==> src/rtl/arb_pkg.sv <==
// rtl/arb_pkg.sv - shared constants, FSM state type and one-hot decode for the grant controller
//
// Contents:
//   N_REQ          requester count, equal to the arbiter grant width
//   IDX_W          width of a binary requester index
//   state_t        controller states IDLE, BUSY, ACK
//   onehot_to_idx  binary index of the set bit of a one-hot vector (0 for zero input)

package arb_pkg;

  localparam int N_REQ = 4;
  localparam int IDX_W = 2;

  typedef enum logic [1:0] {
    IDLE = 2'd0,
    BUSY = 2'd1,
    ACK  = 2'd2
  } state_t;

  // Only meaningful for a one-hot input; a multi-hot input yields the
  // highest set bit, which callers never consume because they gate on
  // the one-hot check first.
  function automatic logic [IDX_W-1:0] onehot_to_idx(input logic [N_REQ-1:0] vec);
    logic [IDX_W-1:0] idx;
    idx = '0;
    for (int i = 0; i < N_REQ; i++) begin
      if (vec[i]) begin
        idx = IDX_W'(i);
      end
    end
    return idx;
  endfunction

endpackage

==> src/rtl/onehot_enc.sv <==
// rtl/onehot_enc.sv - classifies the arbiter grant and encodes its owner index
//
// Ports:
//   vec        in   4  grant vector to classify
//   idx        out  2  binary index of the set bit (valid only when is_onehot)
//   is_onehot  out  1  exactly one bit of vec is set
//   is_zero    out  1  no bit of vec is set

module onehot_enc
  import arb_pkg::*;
(
  input  logic [3:0] vec,
  output logic [1:0] idx,
  output logic       is_onehot,
  output logic       is_zero
);

  logic [3:0] vec_minus_one;

  assign vec_minus_one = vec - 4'd1;
  assign is_zero       = (vec == 4'd0);
  // Clearing the lowest set bit leaves zero only for a single-bit vector.
  assign is_onehot     = !is_zero && ((vec & vec_minus_one) == 4'd0);
  assign idx           = onehot_to_idx(vec);

endmodule

==> src/rtl/arb_grant_ctrl.sv <==
// rtl/arb_grant_ctrl.sv - latches an arbiter grant and streams a counted burst for the owner
//
// Parameters:
//   LEN_W       width of each per-requester burst-length field (value L => L+1 beats)
//   N_REQ       requester count, fixed at the arbiter grant width
//
// Ports:
//   clk         in   1        sole clock, rising edge
//   rst         in   1        asynchronous active-high reset
//   grant       in   N_REQ    arbiter grant, expected one-hot or zero
//   req         in   N_REQ    raw request lines feeding the arbiter
//   burst_len   in   N_REQ*LEN_W  packed lengths, field i = [i*LEN_W +: LEN_W]
//   beat_ready  in   1        downstream accepts the current beat
//   ack         out  1        one-cycle pulse back to the arbiter ring counter
//   sel         out  N_REQ    one-hot owner while a burst runs, zero otherwise
//   owner       out  2        binary owner index while a burst runs, zero otherwise
//   beat_valid  out  1        beat offered downstream
//   beat_last   out  1        current beat is the final one of the burst
//   aborted     out  1        one-cycle pulse when the owner dropped its request mid-burst
//   err_multi   out  1        one-cycle pulse after a multi-hot grant was seen in IDLE

module arb_grant_ctrl
  import arb_pkg::*;
#(
  parameter int LEN_W = 4,
  parameter int N_REQ = arb_pkg::N_REQ
) (
  input  logic                   clk,
  input  logic                   rst,
  input  logic [N_REQ-1:0]       grant,
  input  logic [N_REQ-1:0]       req,
  input  logic [N_REQ*LEN_W-1:0] burst_len,
  input  logic                   beat_ready,
  output logic                   ack,
  output logic [N_REQ-1:0]       sel,
  output logic [1:0]             owner,
  output logic                   beat_valid,
  output logic                   beat_last,
  output logic                   aborted,
  output logic                   err_multi
);

  state_t             state, state_nxt;
  logic [LEN_W-1:0]   cnt, cnt_nxt;
  logic [N_REQ-1:0]   sel_q, sel_nxt;
  logic [1:0]         own_q, own_nxt;
  logic               abort_q, abort_nxt;
  logic               err_q, err_nxt;

  logic [1:0]         g_idx;
  logic               g_onehot;
  logic               g_zero;
  logic [LEN_W-1:0]   len_sel;

  onehot_enc u_enc (
    .vec       (grant),
    .idx       (g_idx),
    .is_onehot (g_onehot),
    .is_zero   (g_zero)
  );

  // Length field of the granted requester, picked with constant slices.
  always_comb begin
    len_sel = '0;
    for (int i = 0; i < N_REQ; i++) begin
      if (g_idx == 2'(i)) begin
        len_sel = burst_len[i*LEN_W +: LEN_W];
      end
    end
  end

  always_ff @(posedge clk or posedge rst) begin
    if (rst) begin
      state   <= IDLE;
      cnt     <= '0;
      sel_q   <= '0;
      own_q   <= '0;
      abort_q <= 1'b0;
      err_q   <= 1'b0;
    end else begin
      state   <= state_nxt;
      cnt     <= cnt_nxt;
      sel_q   <= sel_nxt;
      own_q   <= own_nxt;
      abort_q <= abort_nxt;
      err_q   <= err_nxt;
    end
  end

  always_comb begin
    state_nxt = state;
    cnt_nxt   = cnt;
    sel_nxt   = sel_q;
    own_nxt   = own_q;
    abort_nxt = 1'b0;
    err_nxt   = 1'b0;

    case (state)
      IDLE: begin
        if (g_onehot) begin
          sel_nxt   = grant;
          own_nxt   = g_idx;
          cnt_nxt   = len_sel;
          state_nxt = BUSY;
        end else if (!g_zero) begin
          err_nxt = 1'b1;
        end
      end

      BUSY: begin
        // A vanished request ends the burst even if this was the last beat,
        // so the arbiter always hears about the early exit.
        if (!req[own_q]) begin
          abort_nxt = 1'b1;
          state_nxt = ACK;
        end else if (beat_ready) begin
          if (cnt == '0) begin
            state_nxt = ACK;
          end else begin
            cnt_nxt = cnt - LEN_W'(1);
          end
        end
      end

      ACK: begin
        sel_nxt   = '0;
        own_nxt   = '0;
        state_nxt = IDLE;
      end

      default: begin
        state_nxt = IDLE;
      end
    endcase
  end

  // ack is decoded straight from the state so the arbiter sees it in the
  // ACK cycle itself.
  assign ack        = (state == ACK);
  assign beat_valid = (state == BUSY);
  assign beat_last  = (state == BUSY) && (cnt == '0);
  assign sel        = (state == BUSY) ? sel_q : '0;
  assign owner      = (state == BUSY) ? own_q : 2'd0;
  assign aborted    = abort_q;
  assign err_multi  = err_q;

endmodule

==> config.mk <==
export PLATFORM = sky130hd
export DESIGN_NAME = arb_grant_ctrl
export DESIGN_NICKNAME = d
export VERILOG_FILES = /design/src/rtl/arb_pkg.sv /design/src/rtl/onehot_enc.sv /design/src/rtl/arb_grant_ctrl.sv
export SDC_FILE = /design/constraint.sdc
export NUM_CORES = 1
export LEC_CHECK = 0
export CAP_MARGIN = 25
export CORE_ASPECT_RATIO = 0.7
export CORE_MARGIN = 3
export CORE_UTILIZATION = 41
export DETAILED_ROUTE_END_ITERATION = 10
export PLACE_DENSITY = 0.77
export SLEW_MARGIN = 20
export SYNTH_ARGS = -nofsm -noshare
export SYNTH_HDL_FRONTEND = slang
export SYNTH_SLANG_ARGS = --single-unit
==> constraint.sdc <==
create_clock -name clk -period 2.5 [get_ports clk]
set_input_delay 0.625 -clock clk [delete_from_list [all_inputs] [get_ports clk]]
set_output_delay 0.625 -clock clk [all_outputs]
set_load 0.01 [all_outputs]
# Word-level counts from Yosys, hierarchy flattened
# Cells that the tools add are included.
# Widths: inputs -> output; s select.
[classes]
addsub = 2
n_reduce_logical = 13
n_eq_ne = 11
n_mux = 30
order_cmp = 1
bitwise_logic = 1
[ops]
columns = ["cell", "count"]
rows = [
  ["$mux 4", 10],
  ["$mux 2", 8],
  ["$pmux 4 s2", 2],
  ["$logic_not 4->1", 3],
  ["$pmux 2 s2", 2],
  ["$sub 4x1->4 const B", 2],
  ["$mux 1", 7],
  ["$eq 2x2->1 const B", 3],
  ["$ne 2x2->1 const B", 3],
  ["$reduce_and 5->1", 1],
  ["$and 4x4->4", 1],
  ["$eq 2x1->1 const B", 2],
  ["$logic_not 2->1", 2],
  ["$reduce_bool 2->1", 2],
  ["$lt 2x3->1 const B", 1],
  ["$ne 3x2->1 const B", 1],
  ["$ne 3x3->1 const B", 1],
  ["$reduce_and 3->1", 1],
  ["$bmux 1 s2", 1],
  ["$logic_and 1x1->1", 2],
  ["$ne 2x1->1 const B", 1],
  ["$reduce_and 2->1", 1],
  ["$logic_not 1->1", 1],
]
[totals]
word_cells = 64
input_bits = 27
reg_bits = 14

# Longest topological paths before layout
# Gate-level depths: netlist of run 1.
[depth]
depth_word = 10
ltp_mapped = 7
ltp_nobuf = 6

# Hierarchy
# From an unflattened synthesis of run 1, not the netlist that was laid out.
[unflattened]
hier_cells = 100
hier_area_um2 = 964.7
[by_module_without_submodules]
columns = ["mod", "area_each_um2", "cells_per_inst", "n_inst", "seq_area_each_um2"]
rows = [
  ["arb_grant_ctrl", 899.6, 92, 1, 350.3],
  ["onehot_enc", 65.1, 8, 1, 0.0],
]

# Least setup slack after synthesis of run 1
# OpenSTA, ideal clock, no wires.
[synth_path]
path_kind = "reg2out"
startpoint = "reg state[1]"
endpoint = "out owner[0]"
stages_incl_launch_ff = 5
t_arrival_ps = 1247
path_slack_ps = 628
n_path_buf = 1
cell_sequence = "dfrtp_1 -> nand2b_1 -> inv_2 -> clkbuf_1 -> and2_1"
[synth_via]
elab_chain_cells = 2
[synth_rtl]
columns = ["element", "line", "source"]
rows = [
  ["from (decl)", "arb_grant_ctrl.sv:43", "state_t state, state_nxt;"],
  ["from (signal assigned)", "arb_grant_ctrl.sv:81", "state <= state_nxt;"],
  ["$eq 2x1->1", "n/a", ""],
  ["net beat_valid", "arb_grant_ctrl.sv:37", "output logic beat_valid,"],
  ["$mux 2", "arb_grant_ctrl.sv:143", "assign owner = (state == BUSY) ? own_q : 2'd0;"],
  ["to (decl)", "arb_grant_ctrl.sv:36", "output logic [1:0] owner,"],
]
# The timed path passes the listed nets, and every way through them passes these cells.

# Worst setup path after layout of run 1
[layout_path]
startpoint = "reg state[1]"
endpoint = "out sel[3]"
[layout_via]
elab_chain_cells = 2
[layout_rtl]
columns = ["element", "line", "source"]
rows = [
  ["$eq 2x1->1", "arb_grant_ctrl.sv:142", "assign sel = (state == BUSY) ? sel_q : '0;"],
  ["$mux 4", "arb_grant_ctrl.sv:142", ""],
  ["to (decl)", "arb_grant_ctrl.sv:35", "output logic [N_REQ-1:0] sel,"],
]
# Every way passes these cells.

==> metrics.txt, run 1 <==
1st-iter DRT viols=46; Rows=14; vias=978; area delta synth->final=48.4%; FILL cells=196; ys async rst share=1.00; most frequent cell after synthesis=dfrtp_1; Routed WL=2.57 mm; Pre-antenna DRT Iters=4; Synth area leaders=dfrtp_1 (36%), and2_1 (5.2%), a22o_1 (4.5%), mux2i_1 (4.1%), o21ai_0 (3.6%); total power=1.16 mW; clock root buffer=clkbuf_4; Starting Density=0.443; Port Buffers=37; WL/cell=14.3 µm; Slew Viols, Final=0; die span in y=46.7 µm; vias per cell=5.43; worst-margin pin slew=0.517 ns; pin count of the biggest net entering global routing=19; crit-path max FO=18; Syn. warnings=0; worst skew pair latency=0.28 ns; # DRC=0; Max clock buf depth=2; Pleak=0.620 nW; syn avg cell area=9.24 µm²; GPL Wtd Cong=0.893; Yosys top cell area share=0.361; setup_tns=0 ns; max_slew headroom=0.655; Clk pin slew, worst setup/hold paths=0.07 ns; CTS H-tree depth=1; synthesis-stage register bit count=14; Final Util=0.657; Setup Viol. Count Final=0; crit start category=flip-flop; first-pass GRT wire length=4.26 mm; worst hold path class=reg2reg; Synth top cells by count=dfrtp_1 (14), and2_1 (8), o21ai_0 (7), a21oi_1 (6), nand2_1 (6); antenna fix cells=0; Max Used Layer=met4; peak supply drop=0.262 mV; met2 wire len=1.14 mm; Mapped Area=970 µm²; share of cells above drive strength 1=0.142; Fin. Hold Viols=0; Synth Instances=105; Max-Cap Viols=0; outcome=finished clean; final HPWL from detailed placement=2.11 mm; crit path DAT=1.77 ns; DRT antenna net count=0; sequential area share after synthesis=0.361; cell area power density=809 nW/µm²; CTS tree=yes; count of different cell masters after synthesis=42; net count after synthesis=134; Final #Nets=179; Critical Path RT=1.88 ns; kind of critical path=reg2out; core area=2190 µm²; GRT Util Overall=0.187; clock sink count=14; RSZ-0062 raised after global routing=false; Main synth FF type=dfrtp_1; Post-CTS Hold Buffers=0; fin crit period=2.40 ns; die width=64.1 µm; Ports=38; Post-synth EDFFs=0; vias in the first global route=969; antenna violations before repair=0; FMAX=0.417 GHz; CP Capture Type=output pin; metal3 WL=260 µm; met1 wire length=1.13 mm; Num CTS Buffers=3; clock skew=0.00380 ns; grt total ovfl=0; final worst path period share=0.959; die area=2990 µm²; biggest area consumer among synthesized cells=dfrtp_1
## stage by stage
stage                     area, µm²  hold WS, ns  setup WS (ns)  cells
after floorplan                 970        0.435          0.628    105
after global placement         1410        0.456         0.0880    177
after detailed placement       1410        0.458         0.0349    177
after CTS                      1440        0.480         0.0424    180
after global routing           1440        0.514         0.0100    180
final                          1440        0.484          0.102    180
## where the power goes
| group | leakage [nW] | internal, mW | switching (mW) |
|---|---|---|---|
| Sequential | 0.174 | 0.328 | 0.0981 |
| Clock | 0.0138 | 0.0560 | 0.0685 |
| Combinational | 0.433 | 0.328 | 0.285 |
| Total | 0.620 | 0.712 | 0.452 |
## kinds of logic after synthesis
| kind of cell | Yosys count | share of synthesized area |
|---|---|---|
| flops | 14 | 0.361 |
| compound gates | 35 | 0.257 |
| buf+inv | 11 | 0.0529 |
| xor+xnor | 1 | 0.00903 |
| fa+ha+maj | 3 | 0.0361 |
| simple gates | 34 | 0.208 |
| mux | 7 | 0.0761 |
## what timing repair did
| item | 4_1_cts | 5_1_grt |
|---|---|---|
| gates resized for setup | 2 | 2 |
| setup endpoints to repair | 6 | 6 |
| hold endpoints to repair | 0 | 0 |
| setup buffers | 0 | 0 |
## worst max-delay path: stages (launching register included)
cell	delay, ns
dfrtp_2	0.46
nand2b_1	0.22
clkinv_4	0.15
and2_1	0.14
clkdlybuf4s50_1	0.53
## layer usage
metal  GRT usage  up-vias
li1            -      479
met1       0.232      434
met2       0.333       61
met3      0.0341        4
met4      0.0672        0
met5           0        -
## cell usage in the layout (no fill, tap or decap), types with 2 or more instances in the layout
cell type / Yosys / final
clkbuf_4: 0 / 3
nor2_1: 5 / 5
inv_1: 5 / 5
or3b_1: 2 / 2
mux2i_1: 4 / 4
ha_1: 2 / 2
buf_4: 0 / 8
clkdlybuf4s50_1: 0 / 36
and2_1: 8 / 8
mux2_2: 3 / 3
nand4_1: 2 / 2
a22o_1: 5 / 5
or3_1: 2 / 2
a21o_1: 3 / 3
dfrtp_1: 14 / 13
nor2b_1: 3 / 3
a21oi_1: 6 / 6
o21ai_0: 7 / 7
nand2_1: 6 / 6
## path summary, 6_finish.rpt
check	end	slack, ns	from	cells after the start
max	sel[3]	0.10	state[1]	4
min	sel_q[0]	0.48	sel_q[0]	2
max reg2reg	cnt[2]	0.54	cnt[0]	6
min reg2reg	sel_q[0]	0.48	sel_q[0]	2
max in group asynchronous	state[1]	1.45	rst	2
min in group asynchronous	sel_q[2]	0.67	rst	2
## registers in the layout (all words and copies together) (netlist names)
name	flops
own_q	2
aborted	1
err_multi	1
state	2
sel_q	4
cnt	4
## layout make-up
| class | instances | area, µm² | share of cell area |
|---|---|---|---|
| Clock buffer | 3 | 22.5 | 0.0157 |
| Tap cell | 32 | 40.0 | 0.0278 |
| Sequential cell | 14 | 352 | 0.244 |
| Multi-Input combinational cell | 80 | 568 | 0.395 |
| Inverter | 6 | 27.5 | 0.0191 |
| Timing Repair Buffer | 45 | 429 | 0.298 |
(Power assumes the default switching activity.)
==> run 2: changes to the inputs <==
--- a/config.mk
+++ b/config.mk
@@ -11,6 +11,7 @@
 export CORE_UTILIZATION = 41
 export DETAILED_ROUTE_END_ITERATION = 10
 export PLACE_DENSITY = 0.77
+export REMOVE_ABC_BUFFERS = 1
 export SLEW_MARGIN = 20
 export SYNTH_ARGS = -nofsm -noshare
 export SYNTH_HDL_FRONTEND = slang
==> metrics.txt, run 2 (synthesized netlist as in run 1, its figures left out) <==
vias=970 (was 978); FILL cells=191 (was 196); switching power=0.452 mW (about the same); die width=64.1 µm (unchanged); register area=352 µm² (unchanged); Fin. Hold Viols=0 (unchanged); final HPWL from detailed placement=2.06 mm (was 2.11 mm); setup_tns=0 ns (unchanged); fin crit period=2.43 ns (was 2.40 ns); CTS H-tree depth=1 (unchanged); vias in the first global route=926 (was 969); share of cells above drive strength 1=0.160 (was 0.142); clock sink count=14 (unchanged); Ports=38 (unchanged); GPL Wtd Cong=0.908 (was 0.893); CTS tree=yes (unchanged); outcome=finished clean (unchanged); max_slew headroom=0.623 (was 0.655); Slew Viols, Final=0 (unchanged); clock network power share=0.137 (was 0.107); worst skew pair latency=0.27 ns (was 0.28 ns); Clk pin slew, worst setup/hold paths=0.09 ns (was 0.07 ns); multi-input logic area=571 µm² (was 568 µm²); 1st-iter DRT viols=33 (was 46); CP Capture Type=output pin (unchanged); final worst path period share=0.971 (was 0.959); DRT antenna net count=0 (unchanged); WL/cell=14.2 µm (was 14.3 µm); Internal=0.746 mW (was 0.712 mW); pin count of the biggest net entering global routing=15 (was 19); crit start category=flip-flop (unchanged); worst hold path class=reg2reg (unchanged); Pre-antenna DRT Iters=4 (unchanged); crit-path max FO=11 (was 18); Starting Density=0.443 (unchanged); FMAX=0.412 GHz (was 0.417 GHz); RSZ-0062 raised after global routing=false (unchanged); power share of the sequential group=0.354 (was 0.366); kind of critical path=reg2out (unchanged); Setup Viol. Count Final=0 (unchanged); peak supply drop=0.314 mV (was 0.262 mV); cell area power density=821 nW/µm² (was 809 nW/µm²); vias per cell=5.33 (was 5.43); Final #Nets=180 (was 179); most frequent cells in the layout=clkdlybuf4s50_1 (36), dfrtp_1 (13), buf_4 (9) (was clkdlybuf4s50_1 (36), dfrtp_1 (13), and2_1 (8), buf_4 (8), o21ai_0 (7)); pre-CTS setup slack=0.0400 ns (was 0.0349 ns); die span in y=46.7 µm (unchanged); Routed WL=2.59 mm (was 2.57 mm); die area=2990 µm² (unchanged); largest registers=cnt: 4 flops, sel_q: 4 flops (unchanged); commonest non-fill, non-tap cell in the layout=clkdlybuf4s50_1 (unchanged); Max clock buf depth=2 (unchanged); Num CTS Buffers=3 (unchanged); crit path DAT=1.80 ns (was 1.77 ns); GRT Util Overall=0.183 (was 0.187); Rows=14 (unchanged); area delta synth->final=50.6% (was 48.4%); first-pass GRT wire length=4.20 mm (was 4.26 mm); clock root buffer=clkbuf_4 (unchanged); worst-margin pin slew=0.564 ns (was 0.517 ns); Post-CTS Hold Buffers=0 (unchanged); Sw Share=0.377 (was 0.389); Critical Path RT=1.88 ns (about the same); Comb power frac=0.509 (was 0.527); clock skew=0.00337 ns (was 0.00380 ns); core area=2190 µm² (unchanged); antenna fix cells=0 (unchanged); grt total ovfl=0 (unchanged); Max-Cap Viols=0 (unchanged); worst setup margin=0.0717 ns (was 0.102 ns); antenna violations before repair=0 (unchanged); # DRC=0 (unchanged); Port Buffers=37 (unchanged); Pleak=0.634 nW (was 0.620 nW)
==> run 2: cell count changes in the layout (fill, tap and decap cells not counted) <==
cell and delta:
clkbuf_8 +1, inv_4 +1, nand2b_2 +1, clkinv_4 -1, buf_4 +1, nand2b_1 -1
==> run 2: final cells by class <==
| class | count | area share |
|---|---|---|
| clock buffers | 4 | 0.0249 |
| multi-input cells | 80 | 0.391 |
| inverters | 6 | 0.0171 |
| repair buffers | 46 | 0.299 |
| well taps | 32 | 0.0274 |
| flip-flops and latches | 14 | 0.241 |
==> run 2: critical path, stage by stage (launching register included) <==
cell and delay, ns:
dfrtp_2 0.46, nand2b_2 0.25, inv_4 0.13, and2_1 0.14
clkdlybuf4s50_1 0.55
==> run 2: path summary, 6_finish.rpt <==
kind	start	endpoint	slack, ns	cells past startpoint
worst max register to register	cnt[1]	cnt[2]	0.56	6
min in group asynchronous	rst	aborted	0.70	2
worst min register to register	sel_q[1]	sel_q[1]	0.48	1
worst min-delay path	sel_q[1]	sel_q[1]	0.48	1
worst max-delay path	state[1]	sel[0]	0.07	4
max in group asynchronous	rst	state[1]	1.39	2
==> run 2: power by group through the flow <==
stage / sequential (mW) / combinational (mW) / clock [mW]
floorplan: 0.403 / 0.351 / 0
global placement: 0.417 / 0.578 / 0
detailed placement: 0.423 / 0.591 / 0
CTS: 0.419 / 0.608 / 0.164
global route: 0.439 / 0.664 / 0.179
finish: 0.424 / 0.610 / 0.164
==> run 2: per-layer routing <==
layer / up-vias / wire [µm] / share of wire / GRT usage
li1: 475 / - / - / -
met1: 445 / 1180 / 0.46 / 0.238
met2: 48 / 1210 / 0.47 / 0.324
met3: 2 / 178 / 0.069 / 0.0317
met4: 0 / 18 / 0.0070 / 0.0378
met5: - / 0 / 0 / 0
==> run 2: what timing repair did <==
action,CTS,global route
setup endpoints to repair,7,6
cloned,0,0
resized for setup,2,2
setup buffers,1,0
==> run 2: metrics by stage <==
stage | instance area, µm² | util | cells | hold WS [ns] | power [mW]
floorplan | 941 | - | 100 | 0.435 | 0.754
global placement | 1410 | 0.645 | 177 | 0.454 | 0.995
detailed placement | 1410 | 0.645 | 177 | 0.457 | 1.01
CTS | 1460 | 0.665 | 182 | 0.483 | 1.19
global route | 1460 | 0.667 | 182 | 0.514 | 1.28
finish | 1460 | 0.667 | 182 | 0.481 | 1.20
==> variant 1: new RTL, flow settings as in run 1 <==
Change the parameter `LEN_W` from 4 to 8.
--- a/src/rtl/arb_grant_ctrl.sv
+++ b/src/rtl/arb_grant_ctrl.sv
@@ -24,3 +24,3 @@
 #(
-  parameter int LEN_W = 4,
+  parameter int LEN_W = 8,
   parameter int N_REQ = arb_pkg::N_REQ
Interface: changed (resized burst_len); port bits go from 38 to 54. The function was not compared with the original's and may differ.
==> variant 1 against run 1 <==
Final area grew 37%; critical endpoint is now sel[0]; routed wire length is 45% higher; setup slack better by 36 ps; worst hold slack gained 4.4 ps; sequential cell count increased by 4; synthesized area up 35%; power up 40%; non-clock buffer count grew 18.
==> variant 1: results (changes against run 1) <==
[status]
status=completed  ; unchanged

[global_route]
grt_usage_pct=21.0  ; was 18.7%
grt_max_degree=21  ; was 19
grt_pass1_vias=1390  ; was 969

[yosys]
synth_common_cells=a21oi_1, dfrtp_1, nand2_1, nor2_1, o21ai_0  ; was dfrtp_1, and2_1, o21ai_0, a21oi_1, nand2_1
synth-xor-area-share_pct=0.669  ; was 0.903%
yosysUniqueCellTypes=40  ; was 42
synthMuxAreaShare_pct=10.4  ; was 7.61%
synth_fp_nets=199  ; was 134
syn_inst=154  ; was 105

[setup_path]
rrSetupSlack_ps=660  ; was 540 ps
reg2reg_from=own_q[0]$_DFFE_PP0P_  ; was cnt[0]$_DFFE_PP0P_
r2r-end=cnt[6]$_DFFE_PP0P_  ; was cnt[2]$_DFFE_PP0P_
ff2ff_path_depth=5  ; was 6
crit_fanout=8  ; was 18
max_stage_delay_ps=490  ; was 530 ps

[hold_path]
min-delay-start=sel_q[2]$_DFFE_PP0P_  ; was sel_q[0]$_DFFE_PP0P_

[final_layout]
reg_top3=cnt x8, sel_q x4  ; was cnt x4, sel_q x4
nets=259  ; was 179

[place]
post_dp_cell_area_sq_um=1910  ; was 1410 sq um
hpwlAfterDp_microns=3000  ; was 2110 microns

[cts]
insertion_delay_ps=260  ; was 280 ps
clock-root-buffer=clkbuf_8  ; was clkbuf_4

[power_and_ir_drop]
p_leak_nw=0.821  ; was 0.620 nW
clk-power_uw=241  ; was 124 uW
switchingPower_uw=657  ; was 452 uW
max-vdd-ir-drop_mv=0.331  ; was 0.262 mV
comb_power_uw=860  ; was 614 uW

[timing]
fin_skew_ps=1.12  ; was 3.80 ps

[drt]
drt_iter0_drc=85  ; was 46

==> variant 1: cell types whose count changed in the layout (fill, tap and decap cells not counted), moves of 5 or more <==
cell | before | now
a21oi_1 | 6 | 18
a31oi_1 | 0 | 5
clkdlybuf4s50_1 | 36 | 53
dfrtp_1 | 13 | 18
nand2_1 | 6 | 14
nor2_1 | 5 | 11
==> variant 1: final cells by class <==
type,count,share of cell area (%)
flip-flops and latches,18,22.9
multi-input cells,121,40.0
inverters,7,1.33
clock buffers,4,2.80
well taps,36,2.29
repair buffers,63,30.7
==> variant 1: how the worst max path moves through the flow <==
stage / endpoint / depth (start not counted)
2_1_floorplan: cnt[4]$_DFFE_PP0P_ / 7
3_3_place_gp: cnt[6]$_DFFE_PP0P_ / 7
3_5_place_dp: cnt[6]$_DFFE_PP0P_ / 7
4_1_cts: beat_last / 5
5_1_grt: cnt[7]$_DFFE_PP0P_ / 6
6_report: sel[0] / 4
==> variant 1: metrics by stage <==
step	setup TNS, ps	total power [mW]	hold slack [ps]	worst slack [ps]
after floorplan	0	1.03	442	501
after global placement	-3.04	1.35	466	-3.04
after detailed placement	-302	1.39	481	-126
after CTS	0	1.63	497	143
after global routing	0	1.75	523	26.4
final	0	1.63	488	138
==> variant 1: kinds of logic (layout without fill, tap and decap cells) <==
kind of cell | after synthesis | in the layout
mux | 13 | 13
xor+xnor | 1 | 1
simple gates | 47 | 47
flops | 18 | 18
buf+inv | 15 | 74
compound gates | 57 | 57
fa+ha+maj | 3 | 3
==> variant 1: per-layer routing <==
| layer | GRT usage [%] | vias up | share of wire [%] |
|---|---|---|---|
| li1 | - | 684 | - |
| met1 | 28.9 | 633 | 49 |
| met2 | 31.0 | 81 | 41 |
| met3 | 5.31 | 5 | 8.7 |
| met4 | 8.43 | 0 | 1.3 |
| met5 | 0 | - | 0 |
==> variant 2: new RTL, config.mk and constraints of run 1 <==
Without the edit above. Put one more register stage on the output `err_multi`, with the module's reset. The value now appears one clock later. The other outputs are not delayed to match. Comments in the files are not updated.
--- a/src/rtl/arb_grant_ctrl.sv
+++ b/src/rtl/arb_grant_ctrl.sv
@@ -144,3 +144,9 @@
   assign aborted    = abort_q;
-  assign err_multi  = err_q;
+  always_ff @(posedge clk or posedge rst) begin
+    if (rst) begin
+      err_multi <= '0;
+    end else begin
+      err_multi <= err_q;
+    end
+  end
 
Formal check against the unedited RTL: not equivalent (a bounded check fails within 4 cycles, from zero or initial values and one cycle with rst high).
==> variant 2 against run 1 <==
Clock skew grew 1.5 ps; die area grew 0.46%; routed wire length shrank 8.6%; final cell count shrank 1.1%; power grew 10%; fmax shrank 1.9%; synthesized area grew 0.52%; final area shrank 0.96%; clock power grew 16%; utilization shrank 1.1 points; sequential share of layout area grew 1.9 points; via count shrank 6.3%; sequential cell count grew 1; setup slack lost 45 ps; critical endpoint is now beat_last.
==> variant 2: results (changes against run 1) <==
[global_route]
grt_max_degree=16  ; was 19
grt_pass1_vias=894  ; was 969
grt_usage_pct=17.8  ; was 18.7%
antenna_found_initial=0  ; unchanged
grt_pass1_wl_microns=4000  ; was 4260 microns

[yosys]
synth_common_cells=dfrtp_1, nand2_1, nor2_1, o21ai_0, a21oi_1  ; was dfrtp_1, and2_1, o21ai_0, a21oi_1, nand2_1
yosys-top-cells-area=dfrtp_1, o21ai_0, mux2i_1  ; was dfrtp_1, and2_1, a22o_1
synth_compound_gate_area_share_pct=23.0  ; was 25.7%
synth_fp_nets=133  ; was 134
synth-xor-area-share_pct=1.80  ; was 0.903%
synth_fa_ha_area_share_pct=2.57  ; was 3.61%
yosysSeqAreaShare_pct=38.5  ; was 36.1%
yosysUniqueCellTypes=37  ; was 42
synthMuxAreaShare_pct=8.73  ; was 7.61%

[final_layout]
nets=176  ; was 179
reg_top3=cnt x4, sel_q x4  ; unchanged
drive_gt1_share_pct=13.0  ; was 14.2%

[setup_path]
reg2reg_from=own_q[0]$_DFFE_PP0P_  ; was cnt[0]$_DFFE_PP0P_
max_stage_delay_ps=550  ; was 530 ps
cp.arrival_ps=1820  ; was 1770 ps
crit_path_start=cnt[0]$_DFFE_PP0P_  ; was state[1]$_DFFE_PP0P_
crit_fanout=4  ; was 18
rrSetupSlack_ps=840  ; was 540 ps

[timing]
fin_tns_setup_ps=0  ; unchanged
maxSlewHeadroom_pct=61.4  ; was 65.5%
fin_skew_ps=5.27  ; was 3.80 ps

[drt]
wire_per_inst_microns=13.2  ; was 14.3 microns
drt_iter0_drc=31  ; was 46
viasPerCell=5.15  ; was 5.43

[place]
hpwlAfterDp_microns=1930  ; was 2110 microns
place.gp.congestion=0.875  ; was 0.893

[status]
status=completed  ; unchanged

[cts]
clock_path_buffers=2  ; unchanged
clkTransAtPathRegs_ps=100  ; was 70 ps
clock-root-buffer=clkbuf_4  ; unchanged
insertion_delay_ps=290

[power_and_ir_drop]
p_leak_nw=0.624  ; was 0.620 nW
internal_power_uw=781  ; was 712 uW
max-vdd-ir-drop_mv=0.278  ; was 0.262 mV

[hold_path]
min-delay-start=err_q$_DFF_PP0_  ; was sel_q[0]$_DFFE_PP0P_

==> variant 2: worst paths after layout <==
| check | endpoint | cells past startpoint |
|---|---|---|
| worst max register to register | cnt[2]$_DFFE_PP0P_ | 4 |
| worst max-delay path | beat_last | 5 |
| max in group asynchronous | cnt[2]$_DFFE_PP0P_ | 2 |
| worst min register to register | err_multi$_DFF_PP0_ | 0 |
| worst min-delay path | err_multi$_DFF_PP0_ | 0 |
| min in group asynchronous | own_q[1]$_DFFE_PP0P_ | 2 |
==> variant 2: layer usage <==
| layer | vias to the layer above | share of wire, % | GRT usage, % |
|---|---|---|---|
| met3 | 5 | 7.6 | 4.55 |
| met1 | 413 | 48 | 23.0 |
| li1 | 457 | - | - |
| met4 | 0 | 2.3 | 10.1 |
| met5 | - | 0 | 0 |
| met2 | 41 | 42 | 28.3 |
==> variant 2: kinds of logic (layout without fill, tap and decap cells) <==
group	Yosys count	count (layout)
AO/OA/AOI/OAI	30	30
XOR/XNOR	2	2
adder cells (fa/ha/maj)	2	2
buffers and inverters	11	53
flip-flops	15	15
multiplexers	7	7
AND/OR/NAND/NOR	37	37
==> variant 2: cell type report <==
cell class                      instances  area [sq um]
Clock inverter                          1          5.00
Inverter                                6          22.5
Fill cell                             197           782
Sequential cell                        15           375
Clock buffer                            3          22.5
Multi-Input combinational cell         78           544
Tap cell                               32          40.0
Timing Repair Buffer                   43           415
==> variant 2: what timing repair did <==
item / in CTS / in global routing
hold buffers: 0 / 0
resized for setup: 0 / 1
endpoints found under the setup margin: 0 / 5
buffers inserted: 0 / 0
==> variant 2: through the flow <==
| step | instances | worst slack, ps | instance area (sq um) | utilization, % | hold slack [ps] |
|---|---|---|---|---|---|
| finish | 178 | 56.7 | 1430 | 64.6 | 356 |
| global route | 178 | 0.470 | 1430 | 64.6 | 365 |
| CTS | 178 | 49.4 | 1430 | 64.6 | 358 |
| detailed placement | 174 | 160 | 1400 | 63.3 | 336 |
| global placement | 174 | 207 | 1400 | 63.3 | 333 |
| floorplan | 104 | 673 | 975 | - | 331 |
==> variant 2: critical path, delay by kind of cell, from the launching register on <==
family | cells | cell delay [ps]
flops | 1 | 440
fa+ha+maj | 1 | 180
buf+inv | 2 | 660
simple gates | 2 | 260
==> variant 2: power groups by stage <==
stage / clock network (mW) / registers, mW / logic (mW)
after floorplan: 0 / 0.427 / 0.444
after global placement: 0 / 0.439 / 0.689
after detailed placement: 0 / 0.444 / 0.705
after CTS: 0.145 / 0.438 / 0.707
after global routing: 0.158 / 0.458 / 0.776
final: 0.144 / 0.436 / 0.703
